==> src/rtl/freelist_pkg.sv <==
// Shared rename/dispatch constants: physical register file, free list and ROB sizing.
// Also holds the derived pointer and counter widths used by the free list.
package freelist_pkg;

  localparam int DISPATCH_WIDTH       = 2;
  localparam int PHYS_REGS            = 64;
  localparam int PHYS_REGS_ADDR_WIDTH = 6;
  localparam int ARCH_REGS            = 32;
  localparam int FREELIST_DEPTH       = PHYS_REGS - ARCH_REGS;

  localparam int ROB_DEPTH            = 32;
  localparam int ROB_PTR_W            = $clog2(ROB_DEPTH);

  localparam int FL_PTR_W             = $clog2(FREELIST_DEPTH);
  localparam int FL_CNT_W             = $clog2(FREELIST_DEPTH) + 1;
  localparam int LANE_CNT_W           = $clog2(DISPATCH_WIDTH + 1);

endpackage

==> src/rtl/lane_prefix_count.sv <==
// Exclusive prefix popcount over a lane mask: offset[i] = number of set lanes below i.
// Used to compact sparse lane requests onto consecutive queue slots.
module lane_prefix_count #(
  parameter int LANES = 2,
  parameter int CNT_W = $clog2(LANES + 1)
) (
  input  logic [LANES-1:0]       mask,
  output logic [LANES*CNT_W-1:0] offset,
  output logic [CNT_W-1:0]       total
);

  logic [CNT_W-1:0] run;

  always_comb begin
    run    = '0;
    offset = '0;
    for (int i = 0; i < LANES; i++) begin
      offset[i*CNT_W +: CNT_W] = run;
      run = run + CNT_W'(mask[i]);
    end
    total = run;
  end

endmodule

==> src/rtl/freelist.sv <==
// Circular free list of physical register tags: all-or-nothing multi-lane allocation
// from head, compacted multi-lane release at tail, sticky overflow on excess release.
module freelist
  import freelist_pkg::*;
(
  input  logic                                           clk,
  input  logic                                           rst,
  input  logic [DISPATCH_WIDTH-1:0]                      alloc_req,
  output logic [DISPATCH_WIDTH*PHYS_REGS_ADDR_WIDTH-1:0] alloc_phys_rd,
  output logic                                           alloc_ok,
  input  logic [DISPATCH_WIDTH-1:0]                      release_en,
  input  logic [DISPATCH_WIDTH*PHYS_REGS_ADDR_WIDTH-1:0] release_phys_rd,
  output logic [FL_CNT_W-1:0]                            free_count,
  output logic                                           overflow_err
);

  localparam int AW = PHYS_REGS_ADDR_WIDTH;

  logic [AW-1:0]                        entry [FREELIST_DEPTH];
  logic [FL_PTR_W-1:0]                  head;
  logic [FL_PTR_W-1:0]                  tail;
  logic [FL_CNT_W-1:0]                  count;

  logic [DISPATCH_WIDTH*LANE_CNT_W-1:0] alloc_off;
  logic [DISPATCH_WIDTH*LANE_CNT_W-1:0] rel_off;
  logic [LANE_CNT_W-1:0]                n_req;
  logic [LANE_CNT_W-1:0]                n_rel;
  logic [FL_CNT_W-1:0]                  n_grant;
  logic [FL_CNT_W-1:0]                  count_after_alloc;
  logic [FL_CNT_W-1:0]                  room;
  logic [FL_CNT_W-1:0]                  n_rel_ext;
  logic [FL_CNT_W-1:0]                  n_write;
  logic [DISPATCH_WIDTH-1:0]            rel_keep;
  logic                                 overflow_now;

  lane_prefix_count #(
    .LANES (DISPATCH_WIDTH),
    .CNT_W (LANE_CNT_W)
  ) u_alloc_prefix (
    .mask   (alloc_req),
    .offset (alloc_off),
    .total  (n_req)
  );

  lane_prefix_count #(
    .LANES (DISPATCH_WIDTH),
    .CNT_W (LANE_CNT_W)
  ) u_rel_prefix (
    .mask   (release_en),
    .offset (rel_off),
    .total  (n_rel)
  );

  // Grant decision uses only the registered count; same-cycle releases are not visible.
  assign alloc_ok = (FL_CNT_W'(n_req) <= count);

  always_comb begin
    alloc_phys_rd = '0;
    for (int i = 0; i < DISPATCH_WIDTH; i++) begin
      if (alloc_req[i]) begin
        alloc_phys_rd[i*AW +: AW] =
          entry[head + FL_PTR_W'(alloc_off[i*LANE_CNT_W +: LANE_CNT_W])];
      end
    end
  end

  assign n_grant           = alloc_ok ? FL_CNT_W'(n_req) : '0;
  assign count_after_alloc = count - n_grant;
  assign room              = FL_CNT_W'(FREELIST_DEPTH) - count_after_alloc;
  assign n_rel_ext         = FL_CNT_W'(n_rel);
  assign overflow_now      = (n_rel_ext > room);
  assign n_write           = overflow_now ? room : n_rel_ext;

  // Lower lanes win the remaining room; releases beyond it are dropped.
  always_comb begin
    rel_keep = '0;
    for (int i = 0; i < DISPATCH_WIDTH; i++) begin
      rel_keep[i] = release_en[i] &&
                    (FL_CNT_W'(rel_off[i*LANE_CNT_W +: LANE_CNT_W]) < room);
    end
  end

  always_ff @(posedge clk or negedge rst) begin
    if (!rst) begin
      for (int k = 0; k < FREELIST_DEPTH; k++) begin
        entry[k] <= AW'(ARCH_REGS + k);
      end
      head         <= '0;
      tail         <= '0;
      count        <= FL_CNT_W'(FREELIST_DEPTH);
      overflow_err <= 1'b0;
    end else begin
      for (int i = 0; i < DISPATCH_WIDTH; i++) begin
        if (rel_keep[i]) begin
          entry[tail + FL_PTR_W'(rel_off[i*LANE_CNT_W +: LANE_CNT_W])] <=
            release_phys_rd[i*AW +: AW];
        end
      end
      head  <= head + n_grant[FL_PTR_W-1:0];
      tail  <= tail + n_write[FL_PTR_W-1:0];
      count <= count_after_alloc + n_write;
      if (overflow_now) begin
        overflow_err <= 1'b1;
      end
    end
  end

  assign free_count = count;

endmodule

==> config.mk <==
export PLATFORM = sky130hd
export DESIGN_NAME = freelist
export DESIGN_NICKNAME = d
export VERILOG_FILES = /design/src/rtl/freelist_pkg.sv /design/src/rtl/lane_prefix_count.sv /design/src/rtl/freelist.sv
export SDC_FILE = /design/constraint.sdc
export NUM_CORES = 1
export LEC_CHECK = 0
export CORE_UTILIZATION = 30
export CTS_CLUSTER_SIZE = 14
export DETAILED_ROUTE_END_ITERATION = 16
export GPL_TIMING_DRIVEN = 0
export SLEW_MARGIN = 20
export SYNTH_ARGS = -nofsm -noshare
export SYNTH_HDL_FRONTEND = slang
export SYNTH_SLANG_ARGS = --single-unit
==> constraint.sdc <==
create_clock -name clk -period 9.2 [get_ports clk]
set_input_delay 1.84 -clock clk [delete_from_list [all_inputs] [get_ports clk]]
set_output_delay 1.84 -clock clk [all_outputs]
set_load 0.05 [all_outputs]
==> report_table.html, run 1 <==
<table>
<tr><th>Metric</th><th>Value</th></tr>
<tr><th colspan="2">Yosys</th></tr>
<tr><td>Post-synth top flop</td><td>sky130_fd_sc_hd__dfstp_2</td></tr>
<tr><td>Post-synth top cells</td><td>sky130_fd_sc_hd__nand2_1, sky130_fd_sc_hd__nor3_1, sky130_fd_sc_hd__o21ai_0</td></tr>
<tr><td>Share of flip-flops with an asynchronous set or reset after synthesis</td><td>1.00</td></tr>
<tr><td>Area of the mapped netlist</td><td>around 15000 um^2</td></tr>
<tr><td>Most common cell in the netlist</td><td>sky130_fd_sc_hd__nand2_1</td></tr>
<tr><td>Unique cell type count in the Yosys netlist</td><td>54</td></tr>
<tr><td>Largest area contributor in the synthesized netlist</td><td>sky130_fd_sc_hd__dfstp_2</td></tr>
<tr><td>Post-synthesis sequential area ratio</td><td>0.360</td></tr>
<tr><td>Number of synthesized register bits</td><td>approximately 210</td></tr>
<tr><td>Per-instance average area after synthesis</td><td>between 9 and 10 um^2</td></tr>
<tr><td>Total number of yosys warnings</td><td>0</td></tr>
<tr><td>Number of enable-type register cells in the synthesized netlist</td><td>0</td></tr>
<tr><td>Synthesized netlist cell count</td><td>1604</td></tr>
<tr><td>Dominant cells by area after synthesis</td><td>sky130_fd_sc_hd__dfstp_2, sky130_fd_sc_hd__mux4_2, sky130_fd_sc_hd__dfrtp_1</td></tr>
<tr><td>Top cell type's share of synthesized area</td><td>0.199</td></tr>
<tr><th colspan="2">Routing</th></tr>
<tr><td>WL per Instance</td><td>26.9 um</td></tr>
<tr><td>Final antenna-violating net count</td><td>0</td></tr>
<tr><td>WL final</td><td>roughly 63000 um</td></tr>
<tr><td>Detailed-router iteration count before antenna repair</td><td>8</td></tr>
<tr><td>Detailed Route Iter0 Violations</td><td>about 2100</td></tr>
<tr><td>Via density</td><td>6.30</td></tr>
<tr><td>Number of design rule violations left after detail routing</td><td>0</td></tr>
<tr><td>Total vias in the final route</td><td>14853</td></tr>
<tr><th colspan="2">STA</th></tr>
<tr><td>Fin Clk Skew</td><td>roughly 0.039 ns</td></tr>
<tr><td>RSZ-0062 raised after global routing</td><td>false</td></tr>
<tr><td>Number of max-slew violations in the final report</td><td>0</td></tr>
<tr><td>Max-slew headroom</td><td>0.274</td></tr>
<tr><td>Share of the clock period used by the worst path</td><td>0.966</td></tr>
<tr><td>Final critical delay including setup and external delays</td><td>~8.9 ns</td></tr>
<tr><td>Peak clock frequency supported by timing</td><td>0.113 GHz</td></tr>
<tr><td>Final hold violations</td><td>0</td></tr>
<tr><td>Worst-case setup margin in the final layout</td><td>~0.31 ns</td></tr>
<tr><td>Pin slew with the least headroom to its limit</td><td>1.09 ns</td></tr>
<tr><td>Endpoints failing setup</td><td>0</td></tr>
<tr><th colspan="2">Clock tree</th></tr>
<tr><td>Post-CTS setup repair buffer count</td><td>0</td></tr>
<tr><td>Clock Pin Slew Worst Setup and Hold Paths</td><td>0.06 ns</td></tr>
<tr><td>CTS tree</td><td>done</td></tr>
<tr><td>CTS H-Tree Depth</td><td>1</td></tr>
<tr><td>Buffer cell driving the clock tree root</td><td>sky130_fd_sc_hd__clkbuf_16</td></tr>
<tr><td>Gates resized, CTS repair</td><td>0</td></tr>
<tr><td>CTS Sinks</td><td>209</td></tr>
<tr><td>Count of hold buffers inserted by post-cts repair</td><td>0</td></tr>
<tr><td>CTS Buffer Depth</td><td>3</td></tr>
<tr><td>Worst skew pair latency</td><td>0.58 ns</td></tr>
<tr><td>Number of buffers inserted during clock tree synthesis</td><td>26</td></tr>
<tr><th colspan="2">Finish</th></tr>
<tr><td>Area occupied by registers</td><td>5370 um^2</td></tr>
<tr><td>Growth of design area from synthesis to finish</td><td>14.0%</td></tr>
<tr><td>Filler Cells Inserted</td><td>~5000</td></tr>
<tr><td>Final core area utilization</td><td>0.347</td></tr>
<tr><td>Share of post-route cells with drive strength above 1</td><td>0.210</td></tr>
<tr><td>Design Area, Final</td><td>17000 um^2</td></tr>
<tr><td>Multi-input gate area</td><td>8650 um^2</td></tr>
<tr><td>Final-stage net count</td><td>1716</td></tr>
<tr><th colspan="2">Floorplan</th></tr>
<tr><td>Die span in x</td><td>225 um</td></tr>
<tr><td># IOs</td><td>38</td></tr>
<tr><td>Total Die Area</td><td>50600 um^2</td></tr>
<tr><td>Std cell rows</td><td>81</td></tr>
<tr><td>Die H</td><td>225 um</td></tr>
<tr><td>Core region area</td><td>between 40000 and 50000 um^2</td></tr>
<tr><td>Initial core utilization</td><td>0.305</td></tr>
<tr><th colspan="2">Setup path</th></tr>
<tr><td>Top Family by Delay on Critical Path</td><td>buffers and inverters</td></tr>
<tr><td>Number of buffers and inverters on the critical path</td><td>4</td></tr>
<tr><td>CP Launch Type</td><td>input pin</td></tr>
<tr><td>Critical path type</td><td>in2out</td></tr>
<tr><td>Crit-path max cell delay</td><td>0.85 ns</td></tr>
<tr><td>Max Fanout on Critical Path</td><td>10</td></tr>
<tr><td>Critical path capture point type</td><td>primary output</td></tr>
<tr><td>Crit path required time</td><td>7.36 ns</td></tr>
<tr><td>Cell with the largest stage delay on the worst path</td><td>sky130_fd_sc_hd__buf_1</td></tr>
<tr><td>Cell-by-cell listing of the critical path</td><td>clkdlybuf4s50_1 -&gt; ha_1 -&gt; buf_1 -&gt; buf_1 -&gt; mux4_2 -&gt; mux4_2 -&gt; mux2i_1 -&gt; nor2b_1 -&gt; clkdlybuf4s50_1</td></tr>
<tr><td>Crit path arrival time</td><td>between 7 and 8 ns</td></tr>
<tr><th colspan="2">Place</th></tr>
<tr><td>Total of buffers placed on input and output ports</td><td>37</td></tr>
<tr><td>Final HPWL from detailed placement</td><td>46000 um</td></tr>
<tr><td>Post-placement setup slack</td><td>0.424 ns</td></tr>
<tr><td>Post-DP Area</td><td>16200 um^2</td></tr>
<tr><td>GPL Wtd Cong</td><td>1.04</td></tr>
<tr><th colspan="2">Global route</th></tr>
<tr><td>Antenna violations before repair</td><td>0</td></tr>
<tr><td>First-pass GRT wire length</td><td>~94000 um</td></tr>
<tr><td>GRT Util Overall</td><td>0.250</td></tr>
<tr><td>Number of global-route vias before repair</td><td>about 14000</td></tr>
<tr><td>Largest net degree at the start of global routing</td><td>96</td></tr>
<tr><td>GR Overflow Total</td><td>0</td></tr>
<tr><th colspan="2">Status</th></tr>
<tr><td>Status</td><td>complete, no violations</td></tr>
<tr><th colspan="2">Job</th></tr>
<tr><td>Max-cap violation count</td><td>0</td></tr>
<tr><th colspan="2">Hold path</th></tr>
<tr><td>Type of the tightest min-delay check</td><td>reg2reg</td></tr>
</table>
## placed cells by master, fill, tap and decap left out, types with 19 or more instances in the layout
cell,n
sky130_fd_sc_hd__buf_2,55
sky130_fd_sc_hd__dfrtp_1,96
sky130_fd_sc_hd__clkdlybuf4s50_1,36
sky130_fd_sc_hd__or2_0,24
sky130_fd_sc_hd__inv_1,19
sky130_fd_sc_hd__clkbuf_1,129
sky130_fd_sc_hd__nor3_1,197
sky130_fd_sc_hd__nand2_1,215
sky130_fd_sc_hd__a31oi_1,193
sky130_fd_sc_hd__nor2_1,56
sky130_fd_sc_hd__o21ai_0,195
sky130_fd_sc_hd__mux4_2,120
sky130_fd_sc_hd__ha_1,22
sky130_fd_sc_hd__clkbuf_16,26
sky130_fd_sc_hd__dfstp_2,113
## metrics by stage
stage               hold WS (ns)  setup TNS [ns]  cells
CTS                        0.474               0   2356
detailed placement         0.455               0   2308
global placement           0.458         -295.73   2306
finish                     0.469               0   2357
global route               0.499               0   2356
floorplan                  0.483               0   1605
## flip-flops by register name (all words and copies together), names as in the netlist
register      cells
entry           192
free_count        6
head              5
overflow_err      1
tail              5
## worst register-to-register path, delay by kind of cell, from the launching register on
family	cells	cell delay (ns)
buffers and inverters	3	1.39
AOI/OAI and AO/OA	7	2.08
DFF	1	0.39
and+or+nand+nor	4	1.31
adders and majority gates	2	0.75
## final timing paths
path / startpoint / end / slack (ns) / depth (start not counted)
max in group asynchronous: rst / entry[116] / 6.83 / 3
min in group asynchronous: rst / entry[44] / 1.14 / 1
worst min register to register: overflow_err / overflow_err / 0.47 / 1
worst max-delay path: alloc_req[0] / alloc_phys_rd[10] / 0.31 / 9
worst max register to register: free_count[3] / entry[17] / 3.21 / 16
worst min-delay path: overflow_err / overflow_err / 0.47 / 1
## area by class of cell
cell class                 instances  area share
inverter                          19     0.00419
sequential                       209       0.316
antenna                            1    0.000147
timing repair buffer              39      0.0253
clock buffer                      43      0.0444
buffer                           190      0.0486
clock inverter                     5     0.00375
multi-input combinational       1187       0.509
tap                              664      0.0489
## metal layers
layer  vias up  GRT usage  routed length [um]
li1       6122          -                   -
met1      7398      0.341               24400
met2      1139      0.366               26900
met3       194     0.0752                9010
met4         0      0.107                3100
met5         -          0                   0
## cells by family after synthesis
group           Yosys count  synth area share
mux                     133             0.190
compound gates          434             0.174
simple gates            572             0.179
other cells               1          0.000251
xor+xnor                 20            0.0127
buf+inv                 209            0.0600
flops                   209             0.360
fa+ha+maj                26            0.0238
Power of run 1 is not shown: default switching activity piles up to over one toggle a cycle in this logic, so the estimate is an artifact.
==> run 2: changes to the inputs <==
--- a/config.mk
+++ b/config.mk
@@ -5,10 +5,13 @@
 export SDC_FILE = /design/constraint.sdc
 export NUM_CORES = 1
 export LEC_CHECK = 0
+export ABC_AREA = 1
 export CORE_UTILIZATION = 30
+export CTS_CLUSTER_DIAMETER = 200
 export CTS_CLUSTER_SIZE = 14
 export DETAILED_ROUTE_END_ITERATION = 16
 export GPL_TIMING_DRIVEN = 0
+export SKIP_LAST_GASP = 1
 export SLEW_MARGIN = 20
 export SYNTH_ARGS = -nofsm -noshare
 export SYNTH_HDL_FRONTEND = slang
==> report_table.html, run 2 <==
<table>
<tr><th>Metric</th><th>Value</th></tr>
<tr><th colspan="2">Status</th></tr>
<tr><td>Status</td><td>complete, no violations</td></tr>
<tr><th colspan="2">Setup path</th></tr>
<tr><td>Max Fanout on Critical Path</td><td>10</td></tr>
<tr><td>CP Launch Type</td><td>input pin</td></tr>
<tr><td>Crit path required time</td><td>7.36 ns</td></tr>
<tr><td>Critical path capture point type</td><td>primary output</td></tr>
<tr><td>Critical path type</td><td>in2out</td></tr>
<tr><td>Crit path arrival time</td><td>6.58 ns</td></tr>
<tr><th colspan="2">Job</th></tr>
<tr><td>Max-cap violation count</td><td>0</td></tr>
<tr><th colspan="2">Clock tree</th></tr>
<tr><td>CTS Sinks</td><td>209</td></tr>
<tr><td>CTS Buffer Depth</td><td>3</td></tr>
<tr><td>Worst skew pair latency</td><td>0.56 ns</td></tr>
<tr><td>CTS tree</td><td>done</td></tr>
<tr><td>Count of hold buffers inserted by post-cts repair</td><td>0</td></tr>
<tr><td>Buffer cell driving the clock tree root</td><td>sky130_fd_sc_hd__clkbuf_16</td></tr>
<tr><td>Clock Pin Slew Worst Setup and Hold Paths</td><td>0.06 ns</td></tr>
<tr><td>Post-CTS setup repair buffer count</td><td>0</td></tr>
<tr><td>Number of buffers inserted during clock tree synthesis</td><td>18</td></tr>
<tr><td>CTS H-Tree Depth</td><td>1</td></tr>
<tr><td>Gates resized, CTS repair</td><td>0</td></tr>
<tr><th colspan="2">Yosys</th></tr>
<tr><td>Post-synth top cells</td><td>sky130_fd_sc_hd__nand2_1, sky130_fd_sc_hd__nor2_1, sky130_fd_sc_hd__o21ai_0</td></tr>
<tr><td>Combinational family with the most area after synthesis</td><td>simple AND/OR/NAND/NOR gates</td></tr>
<tr><td>Number of synthesized register bits</td><td>209</td></tr>
<tr><td>Per-instance average area after synthesis</td><td>5.97 um^2</td></tr>
<tr><td>Most common cell in the netlist</td><td>sky130_fd_sc_hd__nand2_1</td></tr>
<tr><td>Area of the mapped netlist</td><td>17500 um^2</td></tr>
<tr><td>Mux share of post-synthesis cell area</td><td>0</td></tr>
<tr><td>Number of enable-type register cells in the synthesized netlist</td><td>0</td></tr>
<tr><td>Post-synthesis share of cell area spent on full adders, half adders and majority gates</td><td>0.0203</td></tr>
<tr><td>Post-synthesis sequential area ratio</td><td>0.307</td></tr>
<tr><td>Top cell type's share of synthesized area</td><td>0.187</td></tr>
<tr><td>Synthesized netlist cell count</td><td>2935</td></tr>
<tr><td>Post-synth top flop</td><td>sky130_fd_sc_hd__dfstp_2</td></tr>
<tr><td>Synth Area in Compound Gates</td><td>0.189</td></tr>
<tr><td>Total number of yosys warnings</td><td>0</td></tr>
<tr><td>Dominant cells by area after synthesis</td><td>sky130_fd_sc_hd__nand2_1, sky130_fd_sc_hd__dfstp_2, sky130_fd_sc_hd__dfrtp_1</td></tr>
<tr><td>Synth Area in XOR/XNOR</td><td>0.00700</td></tr>
<tr><td>Post-synthesis share of cell area spent on and, or, nand and nor gates</td><td>0.395</td></tr>
<tr><td>Largest area contributor in the synthesized netlist</td><td>sky130_fd_sc_hd__nand2_1</td></tr>
<tr><td>Share of flip-flops with an asynchronous set or reset after synthesis</td><td>1.00</td></tr>
<tr><td>Unique cell type count in the Yosys netlist</td><td>34</td></tr>
<tr><th colspan="2">STA</th></tr>
<tr><td>RSZ-0062 raised after global routing</td><td>false</td></tr>
<tr><td>Share of the clock period used by the worst path</td><td>0.915</td></tr>
<tr><td>Endpoints failing setup</td><td>0</td></tr>
<tr><td>Number of max-slew violations in the final report</td><td>0</td></tr>
<tr><td>Fin Hold WS</td><td>0.466 ns</td></tr>
<tr><td>Pin slew with the least headroom to its limit</td><td>between 1 and 1.5 ns</td></tr>
<tr><td>Sum of negative setup slack</td><td>0 ns</td></tr>
<tr><td>Max-slew headroom</td><td>0.157</td></tr>
<tr><td>Final hold violations</td><td>0</td></tr>
<tr><td>Fin Clk Skew</td><td>0.0247 ns</td></tr>
<tr><td>Peak clock frequency supported by timing</td><td>0.119 GHz</td></tr>
<tr><td>Final critical delay including setup and external delays</td><td>~8.4 ns</td></tr>
<tr><td>Worst-case setup margin in the final layout</td><td>approximately 0.8 ns</td></tr>
<tr><th colspan="2">Finish</th></tr>
<tr><td>Commonest cells after routing, fill and taps aside</td><td>sky130_fd_sc_hd__nand2_1, sky130_fd_sc_hd__nor2_1, sky130_fd_sc_hd__o21ai_0</td></tr>
<tr><td>Most common library cell in the layout ignoring fill and taps</td><td>sky130_fd_sc_hd__nand2_1</td></tr>
<tr><td>Most flop-heavy register</td><td>entry</td></tr>
<tr><td>Growth of design area from synthesis to finish</td><td>10.9%</td></tr>
<tr><td>Design Area, Final</td><td>19400 um^2</td></tr>
<tr><td>Number of flip-flops under the largest register name</td><td>192</td></tr>
<tr><td>Final-stage net count</td><td>3037</td></tr>
<tr><td>Share of post-route cells with drive strength above 1</td><td>0.0656</td></tr>
<tr><th colspan="2">Hold path</th></tr>
<tr><td>Type of the tightest min-delay check</td><td>reg2reg</td></tr>
<tr><th colspan="2">Routing</th></tr>
<tr><td>Detailed Route Iter0 Violations</td><td>~2800</td></tr>
<tr><td>Number of design rule violations left after detail routing</td><td>0</td></tr>
<tr><td>Final antenna-violating net count</td><td>0</td></tr>
<tr><td>WL final</td><td>93000 um</td></tr>
<tr><td>Total vias in the final route</td><td>21029</td></tr>
<tr><td>Via density</td><td>5.58</td></tr>
<tr><td>Detailed-router iteration count before antenna repair</td><td>6</td></tr>
<tr><td>WL per Instance</td><td>24.6 um</td></tr>
<tr><th colspan="2">Global route</th></tr>
<tr><td>GR Overflow Total</td><td>0</td></tr>
<tr><td>First-pass GRT wire length</td><td>~130000 um</td></tr>
<tr><td>Antenna violations before repair</td><td>1</td></tr>
<tr><td>Largest net degree at the start of global routing</td><td>88</td></tr>
<tr><td>GRT Util Overall</td><td>0.307</td></tr>
<tr><td>Number of global-route vias before repair</td><td>18752</td></tr>
<tr><th colspan="2">Power</th></tr>
<tr><td>IR Drop Worst-Case VDD</td><td>~0.28 mV</td></tr>
<tr><td>Comb pwr share</td><td>0.652</td></tr>
<tr><td>Int Pwr</td><td>3260 uW</td></tr>
<tr><td>Part of the power in registers</td><td>0.246</td></tr>
<tr><td>Net Sw Power</td><td>4590 uW</td></tr>
<tr><td>Power per cell area</td><td>between 400 and 500 nW/um^2</td></tr>
<tr><td>Net Sw Frac</td><td>0.585</td></tr>
<tr><td>Final Total Pwr</td><td>7860 uW</td></tr>
<tr><td>Static leakage power</td><td>0.00877 uW</td></tr>
<tr><td>Part of the total power dissipated in the clock network</td><td>0.102</td></tr>
<tr><th colspan="2">Place</th></tr>
<tr><td>Total of buffers placed on input and output ports</td><td>34</td></tr>
<tr><td>Post-DP Area</td><td>approximately 19000 um^2</td></tr>
<tr><td>Final HPWL from detailed placement</td><td>68300 um</td></tr>
<tr><td>GPL Wtd Cong</td><td>~1.1</td></tr>
<tr><td>Post-placement setup slack</td><td>approximately 1.1 ns</td></tr>
<tr><th colspan="2">Floorplan</th></tr>
<tr><td>Core region area</td><td>57700 um^2</td></tr>
<tr><td>Initial core utilization</td><td>0.303</td></tr>
<tr><td># IOs</td><td>38</td></tr>
<tr><td>Total Die Area</td><td>~59000 um^2</td></tr>
<tr><td>Die H</td><td>244 um</td></tr>
<tr><td>Die span in x</td><td>roughly 240 um</td></tr>
<tr><td>Std cell rows</td><td>88</td></tr>
</table>
## run 2: routing by layer
metal | GRT usage | routed length (um) | up-vias
met5 | 0 | 13 | -
met4 | 0.178 | 6390 | 2
met3 | 0.0488 | 8900 | 254
met2 | 0.461 | 39100 | 1176
met1 | 0.417 | 38600 | 9878
li1 | - | - | 9719
## run 2: through the flow
step / util / std cells
floorplan: - / 2936
global placement: 0.326 / 3735
detailed placement: 0.327 / 3738
CTS: 0.336 / 3769
global route: 0.337 / 3769
finish: 0.337 / 3771
## run 2: power by group through the flow
stage | Clock, uW | Sequential (uW) | Combinational (uW)
after floorplan | 0 | 1750 | 3140
after global placement | 0 | 1920 | 4890
after detailed placement | 0 | 1920 | 4910
after CTS | 805 | 1910 | 4930
after global routing | 830 | 1960 | 5510
final | 797 | 1930 | 5120
## run 2: kinds of logic after synthesis
family / count (synthesis)
buf+inv: 339
other cells: 1
flops: 209
compound gates: 631
xor+xnor: 14
fa+ha+maj: 26
simple gates: 1715
## run 2: worst max-delay path, cell delays in order
cell,delay (ns)
sky130_fd_sc_hd__clkdlybuf4s50_1,0.75
sky130_fd_sc_hd__ha_1,0.41
sky130_fd_sc_hd__ha_1,0.22
sky130_fd_sc_hd__xnor2_1,0.53
sky130_fd_sc_hd__clkinv_1,0.51
sky130_fd_sc_hd__clkbuf_1,0.53
sky130_fd_sc_hd__o211ai_1,0.29
sky130_fd_sc_hd__o311ai_0,0.21
sky130_fd_sc_hd__nand2_1,0.23
sky130_fd_sc_hd__nand2_1,0.16
sky130_fd_sc_hd__nand2_1,0.10
sky130_fd_sc_hd__nor2_1,0.07
sky130_fd_sc_hd__clkdlybuf4s50_1,0.70
## run 2: cell type report
cell class                      count  area, um^2
Clock buffer                       31         520
Antenna cell                        2        5.00
Inverter                          133         499
Fill cell                        6621       38300
Timing Repair Buffer               37         412
Buffer                            206         947
Sequential cell                   209        5370
Multi-Input combinational cell   2388       10700
Tap cell                          765         957
## run 2: worst paths after layout
check,startpoint,to,slack (ns),cells after the start
worst max-delay path,alloc_req[0],alloc_phys_rd[9],0.78,13
worst min-delay path,overflow_err,overflow_err,0.47,2
worst max register to register,free_count[1],free_count[5],4.42,21
worst min register to register,overflow_err,overflow_err,0.47,2
max in group asynchronous,rst,entry[54],7.16,2
min in group asynchronous,rst,entry[172],1.18,1
Note: power is estimated with default switching activity, not from simulation.
